[config.mk]
export PLATFORM = sky130hd
export DESIGN_NAME = bound_flasher_monitor
export DESIGN_NICKNAME = d
export VERILOG_FILES = /design/src/rtl/bound_flasher_monitor.sv
export SDC_FILE = /design/constraint.sdc
export NUM_CORES = 1
export LEC_CHECK = 0
export BUFFER_PORTS_ARGS = -buffer_cell sky130_fd_sc_hd__clkbuf_2
export CAP_MARGIN = 20
export CORE_MARGIN = 3
export CORE_UTILIZATION = 35
export CTS_CLUSTER_DIAMETER = 120
export CTS_CLUSTER_SIZE = 10
export DETAILED_ROUTE_END_ITERATION = 10
export PLACE_DENSITY = 0.49
export SLEW_MARGIN = 20
export SYNTH_ARGS = -nofsm -noshare
export SYNTH_HDL_FRONTEND = slang
export SYNTH_SLANG_ARGS = --single-unit
export TNS_END_PERCENT = 50
[constraint.sdc]
create_clock -name clk -period 14.98 [get_ports clk]
set_clock_uncertainty 0.2 [all_clocks]
set_input_delay 2.996 -clock clk [delete_from_list [all_inputs] [get_ports clk]]
set_output_delay 2.996 -clock clk [all_outputs]
set_load 0.02 [all_outputs]
[src/rtl/bound_flasher_monitor.sv]
// Passive decoder/checker for the bound-flasher LED bus: tracks the sweep phase and direction,
// pulses on kickbacks and completed sweeps, and flags protocol violations.
module bound_flasher_monitor #(
  parameter int LED_W   = 16,
  parameter int BOUND_A = 6,
  parameter int BOUND_B = 11,
  parameter int BOUND_C = 5,
  parameter int CNT_W   = 8
) (
  input  logic             clk,
  input  logic             rst_n,
  input  logic [LED_W-1:0] LED,
  input  logic             flick,
  output logic [2:0]       phase,
  output logic             dir_up,
  output logic             active,
  output logic [4:0]       lit,
  output logic             kick,
  output logic             done,
  output logic [CNT_W-1:0] cycle_count,
  output logic             err,
  output logic [2:0]       err_code
);

  typedef enum logic [1:0] {IDLE, UP, DOWN, RESYNC} state_t;

  localparam logic [2:0] E_ILLEGAL   = 3'd1;
  localparam logic [2:0] E_NO_FLICK  = 3'd2;
  localparam logic [2:0] E_BAD_STEP  = 3'd3;
  localparam logic [2:0] E_TURN      = 3'd4;
  localparam logic [2:0] E_FLICK_IGN = 3'd5;

  function automatic logic [4:0] lit_cnt(input logic [LED_W-1:0] v);
    logic [4:0] c;
    c = '0;
    for (int i = 0; i < LED_W; i++) c = c + 5'(v[i]);
    return c;
  endfunction

  // A thermometer code plus one has no bits in common with itself.
  function automatic logic therm_ok(input logic [LED_W-1:0] v);
    return (v & (v + LED_W'(1))) == '0;
  endfunction

  function automatic logic [CNT_W-1:0] sat_inc(input logic [CNT_W-1:0] c);
    return (&c) ? c : c + CNT_W'(1);
  endfunction

  function automatic logic [4:0] up_tgt(input logic [2:0] k);
    case (k)
      3'd0:    return 5'(BOUND_A);
      3'd2:    return 5'(BOUND_B);
      default: return 5'(LED_W);
    endcase
  endfunction

  function automatic logic [4:0] dn_tgt(input logic [2:0] k);
    return (k == 3'd3) ? 5'(BOUND_C) : 5'd0;
  endfunction

  state_t           state_q, state_d;
  logic [2:0]       phase_q, phase_d;
  logic [LED_W-1:0] led_p1;
  logic             flick_p1;
  logic [4:0]       lit_q;
  logic             kick_q, kick_d;
  logic             done_q, done_d;
  logic             err_q;
  logic [2:0]       err_code_q, err_code_d;
  logic [CNT_W-1:0] cnt_q, cnt_d;

  logic [4:0] p_lit, n_lit;
  logic       legal, kick_pt, fault;
  logic [2:0] fault_code;

  assign p_lit   = lit_cnt(led_p1);
  assign n_lit   = lit_cnt(LED);
  assign legal   = therm_ok(LED);
  assign kick_pt = ((phase_q == 3'd2) || (phase_q == 3'd4)) &&
                   ((p_lit == 5'(BOUND_A)) || (p_lit == 5'(BOUND_B))) && flick_p1;

  always_comb begin
    state_d    = state_q;
    phase_d    = phase_q;
    kick_d     = 1'b0;
    done_d     = 1'b0;
    cnt_d      = cnt_q;
    fault      = 1'b0;
    fault_code = '0;
    case (state_q)
      IDLE: begin
        phase_d = '0;
        if (!legal) begin
          fault = 1'b1; fault_code = E_ILLEGAL;
        end else if (n_lit == 5'd0) begin
          state_d = IDLE;
        end else if (n_lit == 5'd1) begin
          if (flick_p1) state_d = UP;
          else begin fault = 1'b1; fault_code = E_NO_FLICK; end
        end else begin
          fault = 1'b1; fault_code = E_BAD_STEP;
        end
      end
      UP: begin
        if (!legal) begin
          fault = 1'b1; fault_code = E_ILLEGAL;
        end else if (n_lit == p_lit + 5'd1) begin
          if (kick_pt) begin fault = 1'b1; fault_code = E_FLICK_IGN; end
          else if (p_lit >= up_tgt(phase_q)) begin fault = 1'b1; fault_code = E_BAD_STEP; end
        end else if ((p_lit != 5'd0) && (n_lit == p_lit - 5'd1)) begin
          // A kickback wins over the normal turn at the same LED count.
          if (kick_pt) begin
            state_d = DOWN; phase_d = phase_q - 3'd1; kick_d = 1'b1;
          end else if (p_lit == up_tgt(phase_q)) begin
            state_d = DOWN; phase_d = phase_q + 3'd1;
          end else begin
            fault = 1'b1; fault_code = E_TURN;
          end
        end else begin
          fault = 1'b1; fault_code = E_BAD_STEP;
        end
      end
      DOWN: begin
        if (!legal) begin
          fault = 1'b1; fault_code = E_ILLEGAL;
        end else if ((p_lit != 5'd0) && (n_lit == p_lit - 5'd1) && (p_lit > dn_tgt(phase_q))) begin
          state_d = DOWN;
        end else if (((phase_q == 3'd1) || (phase_q == 3'd3)) &&
                     (p_lit == dn_tgt(phase_q)) && (n_lit == p_lit + 5'd1)) begin
          state_d = UP; phase_d = phase_q + 3'd1;
        end else if ((phase_q == 3'd5) && (p_lit == 5'd0) && (n_lit == 5'd0)) begin
          state_d = IDLE; phase_d = '0; done_d = 1'b1; cnt_d = sat_inc(cnt_q);
        end else begin
          fault = 1'b1; fault_code = E_BAD_STEP;
        end
      end
      default: begin
        phase_d = '0;
        if ((p_lit == 5'd0) && (n_lit == 5'd0)) state_d = IDLE;
      end
    endcase
    err_code_d = err_code_q;
    if (fault) begin
      state_d    = RESYNC;
      phase_d    = '0;
      kick_d     = 1'b0;
      done_d     = 1'b0;
      cnt_d      = cnt_q;
      err_code_d = fault_code;
    end
  end

  // p1: sampled bus and registered decode results
  always_ff @(posedge clk) begin
    if (!rst_n) begin
      state_q    <= IDLE;
      phase_q    <= '0;
      led_p1     <= '0;
      flick_p1   <= 1'b0;
      lit_q      <= '0;
      kick_q     <= 1'b0;
      done_q     <= 1'b0;
      err_q      <= 1'b0;
      err_code_q <= '0;
      cnt_q      <= '0;
    end else begin
      state_q    <= state_d;
      phase_q    <= phase_d;
      led_p1     <= LED;
      flick_p1   <= flick;
      lit_q      <= n_lit;
      kick_q     <= kick_d;
      done_q     <= done_d;
      err_q      <= fault;
      err_code_q <= err_code_d;
      cnt_q      <= cnt_d;
    end
  end

  assign active      = (state_q == UP) || (state_q == DOWN);
  assign dir_up      = (state_q == UP);
  assign phase       = active ? phase_q : 3'd0;
  assign lit         = lit_q;
  assign kick        = kick_q;
  assign done        = done_q;
  assign err         = err_q;
  assign err_code    = err_code_q;
  assign cycle_count = cnt_q;

endmodule

Word-level counts from Yosys, hierarchy flattened
Index checks and enable logic that the tools add are counted.

cells by class
  order comparisons = 2
  $add $sub $neg = 36
  mux-type cells = 71
  bitwise gates (word level) = 10
  eq/ne operators = 30
  reduce and logical (&&, ||, !) cells = 27

operators by type and width
  kind                                                   count
  adder 5 x 1 -> 5 bit                                   22
  two-way mux 3 bit                                      20
  two-way mux 2 bit                                      21
  two-way mux 5 bit                                      8
  two-way mux 1 bit                                      17
  adder 16 x 1 -> 16 bit, second input constant          1
  AND 16 bit                                             1
  logical NOT 16 bit                                     1
  == test 5 bit                                          3
  AND reduction 7 bit                                    2
  inequality test 3 bit, second input constant           4
  OR reduction 6 bit                                     2
  adder 4 x 1 -> 5 bit                                   2
  logical NOT 5 bit                                      2
  case mux 5 bit (2 select lines)                        1
  AND reduction 10 bit                                   1
  nonzero test 5 bit                                     2
  logical AND 1 bit                                      9
  inequality test 3 x 1 -> 1 bit, second input constant  3
  NOT 1 bit                                              9
  case mux 3 bit (3 select lines)                        1
  adder 3 x 1 -> 4 bit                                   2
  adder 8 x 1 -> 8 bit, second input constant            1
  inequality test 4 bit, second input constant           2
  29 further kinds                                       39

storage, ports and cells
  word-level logic and storage cells = 186
  output and inout bits = 24
  flip-flop bits (word level) = 41

Longest topological paths before layout
Gate-level depths: netlist of run 1.

  depth after elaboration = 33
  gate-level depth with buffers = 23

Worst setup path after synthesis of run 1
Ideal clock, no wire load.

  path type = input-to-reg
  start point = input LED[5]
  end point = register cnt_q[7], in the netlist cycle_count[7]
  data arrival time = 7.820 ns
  library setup time = 0.130 ns
  cell stages on the path = 20
  setup slack = 6.830 ns
  cells stage by stage = inv_1 > fa_1 > inv_1 > fa_1 > fa_1 > inv_1 > fa_1 > inv_1 > ha_1 > fa_1 > and2_1 > o21a_1 > xnor2_1 > xnor2_1 > or3_1 > o221ai_2 > a31oi_4 > buf_4 > o41ai_1 > a21oi_1

on the way
  longest elaborated chain between the ends = 20

ends and longest elaborated chain
  element                              line     source
  start: declaration                   12       input logic [LED_W-1:0] LED,
  adder 5 x 1 -> 5 bit (11 in series)  36       for (int i = 0; i < LED_W; i++) c = c + 5'(v[i]);
  logical NOT 5 bit                    95, 131
  logical AND 1 bit                    131      end else if ((phase_q == 3'd5) && (p_lit == 5'd0) && (n_lit == 5'd0)) begin
  two-way mux 1 bit                    131
  two-way mux 1 bit                    128      end else if (((phase_q == 3'd1) || (phase_q == 3'd3)) &&
  two-way mux 1 bit                    126      end else if ((p_lit != 5'd0) && (n_lit == p_lit - 5'd1) && (p_lit > dn_tgt(phase_q))) begin
  two-way mux 1 bit                    124      if (!legal) begin
  case mux 1 bit (3 select lines)      90       case (state_q)
  NOT 1 bit (no line)                  n/a
  AND reduction 7 bit (no line) (*)    n/a
  end signal: assignment               176      cnt_q <= cnt_d;
  end: declaration                     70       logic [CNT_W-1:0] cnt_q, cnt_d;

Mark *: on every way between the ends. The rest lies on a longest branch, timed or not.
A chain may end at the register's enable or synchronous reset.

Worst setup path after layout of run 1
Ends and elaborated chain as after synthesis.

==> metrics.txt, run 1 <==
outcome=complete, no violations; Gate Count Post-Synth=approximately 400; total number of yosys warnings=0; WS Path Type=in -> reg; htree depth=2; Netlist cell types=65; met3 wire len=251 um; Synth Area in Simple Gates=a little over a fifth; metal2 WL=about 3700 um; Synth Area in Compound Gates=between 10% and 20%; routed vias/inst=approximately 5; Starting Density=36.9%; Worst Hold End=err_code[1]; P per Cell Area=about 180 mW/mm^2; Worst R2R Start=led_p1[5]; Post-Syn Area=about 0.0035 mm^2; Worst Hold Launch=err_code[1]; CTS Hold Buffers Added=0; Final Util=between 40% and 50%; Pre-antenna DRT Iters=4; Hold Crit Depth=2; initial antenna violation count=0; final estimated routing congestion in global placement=between 0.7 and 0.8; number of flops mapped to enable cells by yosys=0; DR vias=between 2000 and 3000; synthesis-to-layout area growth=12.7%; TritonCTS buffer count=5; largest family of logic cells by synthesized area=adder cells; layout cell share with drive strength beyond 1=15.4%; Sink Count=41; top_reg_cell synth=dfxtp_1; adder-cell share of the synthesized area=a little under a quarter; asr flop ratio synth=0%; Syn Nets=between 400 and 500; post-synthesis mux area share=around 2.6%; CTS tree=built; FF-to-FF path depth=22; FILL cells=1000; # diodes=0; top layer in use=met4; Critical Path Sink Type=flip-flop; Slew Limit Fails=0; I/O Buffers=42; min Tclk post-route=8.49 ns; Design Area, Final=just under 0.004 mm^2; RSZ-0062 raised after global routing=no; Critical Path RT=roughly 15 ns; die width=about 110 um; Die Footprint=0.0112 mm^2; capturing point of the worst reg2reg path=kick; Final Hold Viols=0; Worst Hold Class=reg -> reg; slew margin rel.=a little under half; final wirelength=8310 um; Worst Max-Slew Pin Slew=approximately 0.80 ns; Area after DPL=between 0.003 and 0.004 mm^2; clk_lat worst skew=0.29 ns; Setup Buffers After CTS=0; Seq/Total Area, Yosys=23.5%; Peak Freq=around 120 MHz; Post-DRT Antenna Nets=0; row count=35; max-cap viol count=0; Data arrival, critical path=8.50 ns; DRT iter0 DRCs=153; dpl hpwl=roughly 6600 um; core area=0.00946 mm^2; vias in the first global route=2791; post-route DRC violation count=0; Final period util=a little under three fifths; post-CTS sizing=0; Peak supply drop=~0.00012 V; # setup viols final=0; DRT met1 WL=about 4300 um; WL/cell=approximately 15 um; Worst setup SP type=primary input; static leakage=0.00175 uW; syn_area_per_cell=between 8 and 9 um^2; net count reported at finish=a little over 500; Worst setup startpoint=LED[5]; Worst-path clk slew=around 0.080 ns; r2r setup slk=about 8.6 ns; Setup TNS=0 ns; Die Height=between 100 and 150 um; root buffer cell=clkbuf_8; largest net degree at the start of global routing=24; total track usage=approximately 15%; FF+latch count, synth=slightly above 40; clk buf depth=2; first-pass GRT wire length=14000 um; # IOs=43; Post-Synth XOR/XNOR Area=under 10%; grt ovf=0; critical-path maximum fanout=19
## cells by family (layout without fill, tap and decap cells)
family | count (synthesis) | in the layout
and+or+nand+nor | 136 | 136
AOI/OAI and AO/OA | 71 | 71
buffers and inverters | 71 | 115
adders and majority gates | 54 | 54
DFF | 41 | 41
xor gates and xnor gates | 15 | 15
muxes | 9 | 9
## worst max-delay path: stages
cell and delay [ns]:
clkbuf_2 0.11, inv_1 0.08, fa_1 0.53, inv_1 0.05, fa_1 0.46, fa_1 0.51
inv_1 0.05, fa_1 0.47, inv_1 0.04, ha_1 0.20, fa_1 0.43, xnor2_1 0.30
xnor2_2 0.17, xor2_1 0.17, nand3_1 0.19, o41ai_2 0.55, o32a_2 0.29, a31oi_4 0.22
or4b_1 0.53, a21oi_1 0.15
## through the flow
stage	setup slack [ns]	power, uW	hold slack (ns)	std cells
after floorplan	6.83	541	0.287	397
after global placement	6.20	650	0.262	563
after detailed placement	6.21	648	0.275	563
after CTS	6.51	728	0.290	570
after global routing	6.17	795	0.320	570
final	6.49	721	0.289	570
## where the power goes
group | switching [uW] | internal (uW)
clock | 37.7 | 36.4
combinational | 305 | 211
sequential | 8.52 | 122
total | 351 | 370
## flip-flops by register name, indices dropped and copies added, names as in the netlist
name         cells
phase_q          3
kick             1
led_p1          16
err_code         3
state_q          2
done             1
cycle_count      8
lit              5
flick_p1         1
err              1
## worst max-delay path by stage
stage | endpoint | slack (ns)
floorplan | cycle_count[7] | 6.83
global placement | cycle_count[2] | 6.20
detailed placement | cycle_count[7] | 6.21
CTS | cycle_count[7] | 6.51
global route | cycle_count[2] | 6.17
finish | cycle_count[7] | 6.49
## cell type report
class	count	area, um^2	area share, %
Clock inverter	1	7.51	0.191
Multi-Input combinational cell	285	2390	60.9
Timing Repair Buffer	43	218	5.54
Sequential cell	41	821	20.9
Tap cell	129	161	4.11
Clock buffer	6	82.6	2.10
Inverter	65	246	6.27
## per-layer routing
layer,track usage (%),vias up
li1,-,1454
met1,22.7,1338
met2,23.6,49
met3,2.27,5
met4,3.98,0
met5,0,-
## Yosys cell counts, drive strengths merged, types with 3 or more instances
| cell type | n | area share (%) |
|---|---|---|
| xnor3 | 3 | 1.9 |
| or4 | 3 | 0.65 |
| nor4 | 7 | 1.3 |
| or2 | 4 | 0.72 |
| nand2 | 20 | 2.2 |
| a21oi | 19 | 3.1 |
| nand4 | 5 | 0.90 |
| o21ai | 12 | 1.7 |
| or3 | 3 | 0.54 |
| nand2b | 9 | 1.6 |
| ha | 32 | 11 |
| nor2b | 4 | 0.72 |
| a31oi | 4 | 1.3 |
| and2 | 15 | 2.7 |
| o21a | 4 | 0.86 |
| clkbuf | 4 | 0.43 |
| nor2 | 27 | 2.9 |
| xnor2 | 9 | 3.6 |
| dfxtp | 41 | 24 |
| o41ai | 4 | 1.2 |
| nand3 | 13 | 1.9 |
| and3 | 8 | 1.4 |
| mux2i | 8 | 2.3 |
| xor2 | 3 | 0.75 |
| nor3 | 10 | 1.4 |
| fa | 20 | 11 |
| inv | 64 | 7.0 |
## cells in the final DEF (no fill, tap or decap), types with 3 or more instances in the layout
master    Yosys  layout
inv_1        63      63
clkbuf_2      0      42
dfxtp_1      41      41
ha_1         32      32
nor2_1       27      27
nand2_1      20      20
fa_1         20      20
a21oi_1      18      18
and2_1       15      15
nand3_1      13      13
o21ai_0      12      12
nor3_1       10      10
nand2b_1      9       9
and3_1        8       8
mux2i_1       8       8
nor4_1        7       7
xnor2_1       6       6
clkbuf_8      0       6
nand4_1       5       5
nor2b_1       4       4
o21a_1        4       4
or2_2         3       3
o41ai_1       3       3
or4_1         3       3
xnor3_1       3       3
xor2_1        3       3
or3_1         3       3
Note: power is estimated with default switching activity, not from simulation.
==> inputs of run 2 (changes only) <==
==> constraint.sdc (replaced) <==
create_clock -name clk -period 8.8 [get_ports clk]
set_clock_uncertainty 0.2 [all_clocks]
set_input_delay 1.76 -clock clk [delete_from_list [all_inputs] [get_ports clk]]
set_output_delay 1.76 -clock clk [all_outputs]
set_load 0.02 [all_outputs]
==> run 2 against run 1 <==
  * Non-clock buffer count is the same
  * Flip-flop and latch count unchanged
  * Clock-buffer cell count decreased by 1
  * Clock power increased by 150%
  * Via count increased by 0.95%
  * Sequential share of layout area fell by 0.25 points
  * First-iteration DRC count is 9.8% lower
  * Worst setup slack worse by 4.9 ns
  * Utilization increased by 0.50 points
  * Critical path depth did not move
  * Power grew 80%
  * Highest routed layer unchanged
  * Die area unchanged
==> metrics.txt, run 2 (synthesis gave the netlist of run 1 again) <==
Largest delay share family, worst path=adder cells; Final Hold Viols=0; DRT iter0 DRCs=~140; Critical Path Sink Type=flip-flop; Worst Hold Class=reg -> reg; DR vias=approximately 2900; crit path buf inv count=5; layout cell share with drive strength beyond 1=between 10% and 20%; Starting Density=between 30% and 40%; Top reg by flops=led_p1; clk buf depth=2; FILL cells=1025; Worst-path clk slew=~0.090 ns; CP peak stage delay=around 0.53 ns; Setup Buffers After CTS=0; first-pass GRT wire length=between 10000 and 15000 um; Setup WS pre-CTS=about 1.3 ns; I/O Buffers=42; CTS Hold Buffers Added=0; root buffer cell=clkbuf_8; clk_lat worst skew=approximately 0.3 ns; final estimated routing congestion in global placement=between 0.7 and 0.8; WL/cell=~15 um; Final period util=a little over 80%; routed vias/inst=5.03; row count=35; core area=about 0.0095 mm^2; Critical Path Most Common Cell=fa_1; largest net degree at the start of global routing=24; max-cap viol count=0; post-CTS sizing=0; Post-DRT Antenna Nets=0; Critical Path RT=8.82 ns; Die Footprint=between 0.01 and 0.015 mm^2; min Tclk post-route=just over 7 ns; Setup TNS=0 ns; RSZ-0062 raised after global routing=no; # diodes=0; die width=106 um; max reg flops=16; # IOs=43; WS Path Type=in -> reg; Data arrival, critical path=between 7 and 8 ns; post-route DRC violation count=0; vias in the first global route=2862; min setup slack post-route=between 1.5 and 2 ns; synthesis-to-layout area growth=14.1%; Die Height=106 um; Slew Limit Fails=0; Hold Crit Depth=2; critical-path maximum fanout=19; CTS tree=built; outcome=complete, no violations; placed cells=about 560; Worst setup SP type=primary input; TritonCTS buffer count=5; Peak supply drop=~0.00019 V; net count reported at finish=512; initial antenna violation count=0; # setup viols final=0; crit-path cells=clkbuf_2, inv_1, fa_1, inv_1, fa_1, fa_1, inv_1, fa_1, inv_1, ha_1, fa_1, xnor2_1, xnor2_2, xor2_1, nand3_1, o41ai_2, o32a_2, a31oi_4, or4b_1, a21oi_1; slew margin rel.=between 40% and 50%; most frequent cells in the layout=63 x inv_1, 42 x clkbuf_2, 41 x dfxtp_1; grt ovf=0; CP max stage cell=fa_1; static leakage=~0.0018 uW; dpl hpwl=approximately 6700 um; Worst Max-Slew Pin Slew=roughly 0.78 ns; FF-to-FF path depth=22; final wirelength=8290 um; Peak Freq=approximately 140 MHz; total track usage=15.3%; htree depth=2; Crit. path cell count=20; P per Cell Area=326 mW/mm^2; Cell Count, Final, Fillers Out=571; most common cell after layout, fill and taps aside=inv_1; Sink Count=slightly above 40; Pre-antenna DRT Iters=4
==> run 2: cell types whose count changed in the layout (fill, tap and decap cells not counted), sizes merged <==
cell | before | now
bufinv | 0 | 2
inv | 64 | 65
clkinvlp | 1 | 0
clkbuf | 48 | 47
==> run 2: per-stage QoR <==
step	power (uW)	hold slack, ns	cell area, um^2	util, %
floorplan	921	0.287	3490	-
global placement	1110	0.262	3840	40.6
detailed placement	1110	0.272	3840	40.6
CTS	1300	0.287	3980	42.1
global route	1410	0.314	3980	42.1
finish	1300	0.281	3980	42.1
==> run 2: final cells by class <==
| type | count | area, um^2 | share of cell area, % |
|---|---|---|---|
| Clock inverter | 3 | 68.8 | 1.73 |
| Sequential cell | 41 | 821 | 20.6 |
| Clock buffer | 5 | 68.8 | 1.73 |
| Inverter | 65 | 246 | 6.20 |
| Tap cell | 129 | 161 | 4.06 |
| Multi-Input combinational cell | 285 | 2390 | 60.2 |
| Timing Repair Buffer | 43 | 218 | 5.47 |
==> run 2: layer usage <==
layer  part of all wire (%)  vias up  track usage, %
li1                       -     1459               -
met1                     51     1350            22.1
met2                     45       56            23.8
met3                    3.4        8            2.63
met4                    1.2        0            3.89
met5                      0        -               0
==> run 2: final timing paths <==
check,startpoint,slack (ns),end
worst min register to register,err_code[1],0.28,err_code[1]
worst max register to register,led_p1[11],2.41,kick
worst max-delay path,LED[5],1.58,cycle_count[7]
worst min-delay path,err_code[1],0.28,err_code[1]
==> run 2: tightest hold or removal path: stages, from the launching register on <==
cell      delay [ns]
dfxtp_1         0.32
nand2b_1        0.07
a21oi_1         0.05
==> run 2: power by group <==
part | switching [uW] | internal (uW) | leakage (uW)
Combinational | 529 | 360 | 0.00137
Sequential | 14.2 | 208 | 0.000337
Clock | 70.7 | 114 | 0.0000687
==> inputs of run 3 (changes only) <==
==> constraint.sdc (replaced) <==
create_clock -name clk -period 7.5 [get_ports clk]
set_clock_uncertainty 0.2 [all_clocks]
set_input_delay 1.5 -clock clk [delete_from_list [all_inputs] [get_ports clk]]
set_output_delay 1.5 -clock clk [all_outputs]
set_load 0.02 [all_outputs]
==> run 3 against run 2 <==
  * Utilization up 0.24 points
  * Register-to-register slack worse by 1.3 ns
  * Cell count up 0.53%
  * First-iteration DRC count down 1.4%
  * Worst setup slack worse by 0.96 ns
  * Cell area up 0.57%
  * Clock-buffer cell count unchanged
  * Sequential power up 18%
==> metrics.txt, run 3 (synthesis gave the netlist of run 1 again) <==
Post-DRT Antenna Nets=0; DR vias=2915; min Tclk post-route=about 6.9 ns; synthesis-to-layout area growth=14.7%; row count=35; I/O Buffers=42; Net Sw Frac=between 40 and 50%; crit-path cells=clkbuf_2, inv_1, fa_1, inv_1, fa_1, fa_1, inv_1, fa_1, inv_1, ha_1, fa_1, xnor2_1, xnor2_2, xor2_1, nand3_1, o41ai_2, o32a_2, a31oi_4, or4b_1, a21oi_1; Critical Path RT=around 7.5 ns; htree depth=2; post-CTS sizing=0; grt ovf=0; layout cell share with drive strength beyond 1=between 10% and 20%; final estimated routing congestion in global placement=around 0.81; # diodes=0; DRT iter0 DRCs=136; slew margin rel.=54.8%; Int Pwr=814 uW; root buffer cell=clkbuf_8; vias in the first global route=2769; Worst setup SP type=primary input; FILL cells=~1000; GRT busiest layer=met2; TritonCTS buffer count=5; # IOs=43; Psw=~720 uW; outcome=complete, no violations; clk_lat worst skew=about 0.3 ns; Final Hold Viols=0; final wirelength=8350 um; M3 GR Usage=~2.6%; Sink Count=41; max-cap viol count=0; clk buf depth=2; Starting Density=between 30% and 40%; CTS Hold Buffers Added=0; Peak supply drop=around 0.00017 V; Slew Limit Fails=0; routed vias/inst=slightly above 5; total track usage=around 15%; Worst-path clk slew=approximately 0.090 ns; Setup TNS=0 ns; first-pass GRT wire length=about 14000 um; RSZ-0062 raised after global routing=no; Worst Max-Slew Pin Slew=~0.66 ns; CP peak stage delay=about 0.54 ns; max reg flops=16; largest net degree at the start of global routing=24; Worst Hold Launch=err_code[1]; WS Path Type=in -> reg; Setup Buffers After CTS=0; Pre-antenna DRT Iters=4; Critical Path Most Common Cell=fa_1; core area=approximately 0.0095 mm^2; Peak Freq=between 100 and 150 MHz; Critical Path Sink Type=flip-flop; met2 GRT Util=a little under a quarter; Final period util=between 90% and 100%; Die Footprint=roughly 0.011 mm^2; Top reg by flops=led_p1; min setup slack post-route=0.622 ns; Worst Hold Class=reg -> reg; Worst R2R Start=led_p1[5]; WL/cell=~15 um; most common cell after layout, fill and taps aside=inv_1; P per Cell Area=384 mW/mm^2; part of the power in the clock network=between 10% and 20%; Setup WS pre-CTS=0.312 ns; Comb power frac=just under 70%; net count reported at finish=a little over 500; Seq pwr share=17.0%; post-route DRC violation count=0; dpl hpwl=around 6600 um; Data arrival, critical path=approximately 7 ns; critical-path maximum fanout=19; initial antenna violation count=0; Die Height=roughly 110 um; most frequent cells in the layout=63 x inv_1, 42 x clkbuf_2, 41 x dfxtp_1; die width=about 110 um; CTS tree=built; static leakage=between 0.0015 and 0.002 uW; Worst setup startpoint=LED[5]; CP max stage cell=fa_1; met1 Use GR=between 20% and 30%; # setup viols final=0
==> run 3: cell types whose count changed in the layout (fill, tap and decap cells not counted), sizes merged <==
cell / previous run / this run
buf: 1 / 4
==> run 3: worst max-delay path: cells and delay by family <==
kind / cells / cell delay [ns]
buffers and inverters: 5 / 0.33
adders and majority gates: 6 / 2.61
and+or+nand+nor: 2 / 0.69
xor gates and xnor gates: 3 / 0.62
AOI/OAI and AO/OA: 4 / 1.13
==> run 3: per-stage QoR <==
stage	util (%)	hold slack, ns	instances	total power, uW	cell area [um^2]
finish	42.3	0.272	574	1540	4000
global route	42.3	0.297	574	1670	4000
CTS	42.3	0.276	574	1540	4000
detailed placement	40.8	0.263	566	1310	3860
global placement	40.8	0.267	566	1320	3860
floorplan	-	0.287	397	1080	3490
==> run 3: worst paths after layout <==
check / endpoint / slack (ns) / cells after the start
worst max register to register: kick / 1.09 / 22
worst min register to register: err_code[1] / 0.27 / 2
worst max-delay path: cycle_count[5] / 0.62 / 20
worst min-delay path: err_code[1] / 0.27 / 2
==> run 3: cell type report <==
| class | count | area (um^2) | share of cell area [%] |
|---|---|---|---|
| Clock inverter | 3 | 68.8 | 1.72 |
| Sequential cell | 41 | 821 | 20.5 |
| Inverter | 65 | 246 | 6.16 |
| Tap cell | 129 | 161 | 4.04 |
| Multi-Input combinational cell | 285 | 2390 | 59.8 |
| Clock buffer | 5 | 68.8 | 1.72 |
| Timing Repair Buffer | 46 | 240 | 6.01 |
==> run 3: power groups by stage <==
stage,clock network [uW],logic (uW),registers (uW)
floorplan,0,799,281
global placement,0,1050,266
detailed placement,0,1040,266
CTS,227,1050,261
global route,235,1170,265
finish,222,1050,262
==> run 3: per-layer routing <==
layer  up-vias  routed length, um
li1       1462                  -
met3        11                328
met2        63               3620
met5         -                  0
met4         0                117
met1      1379               4280
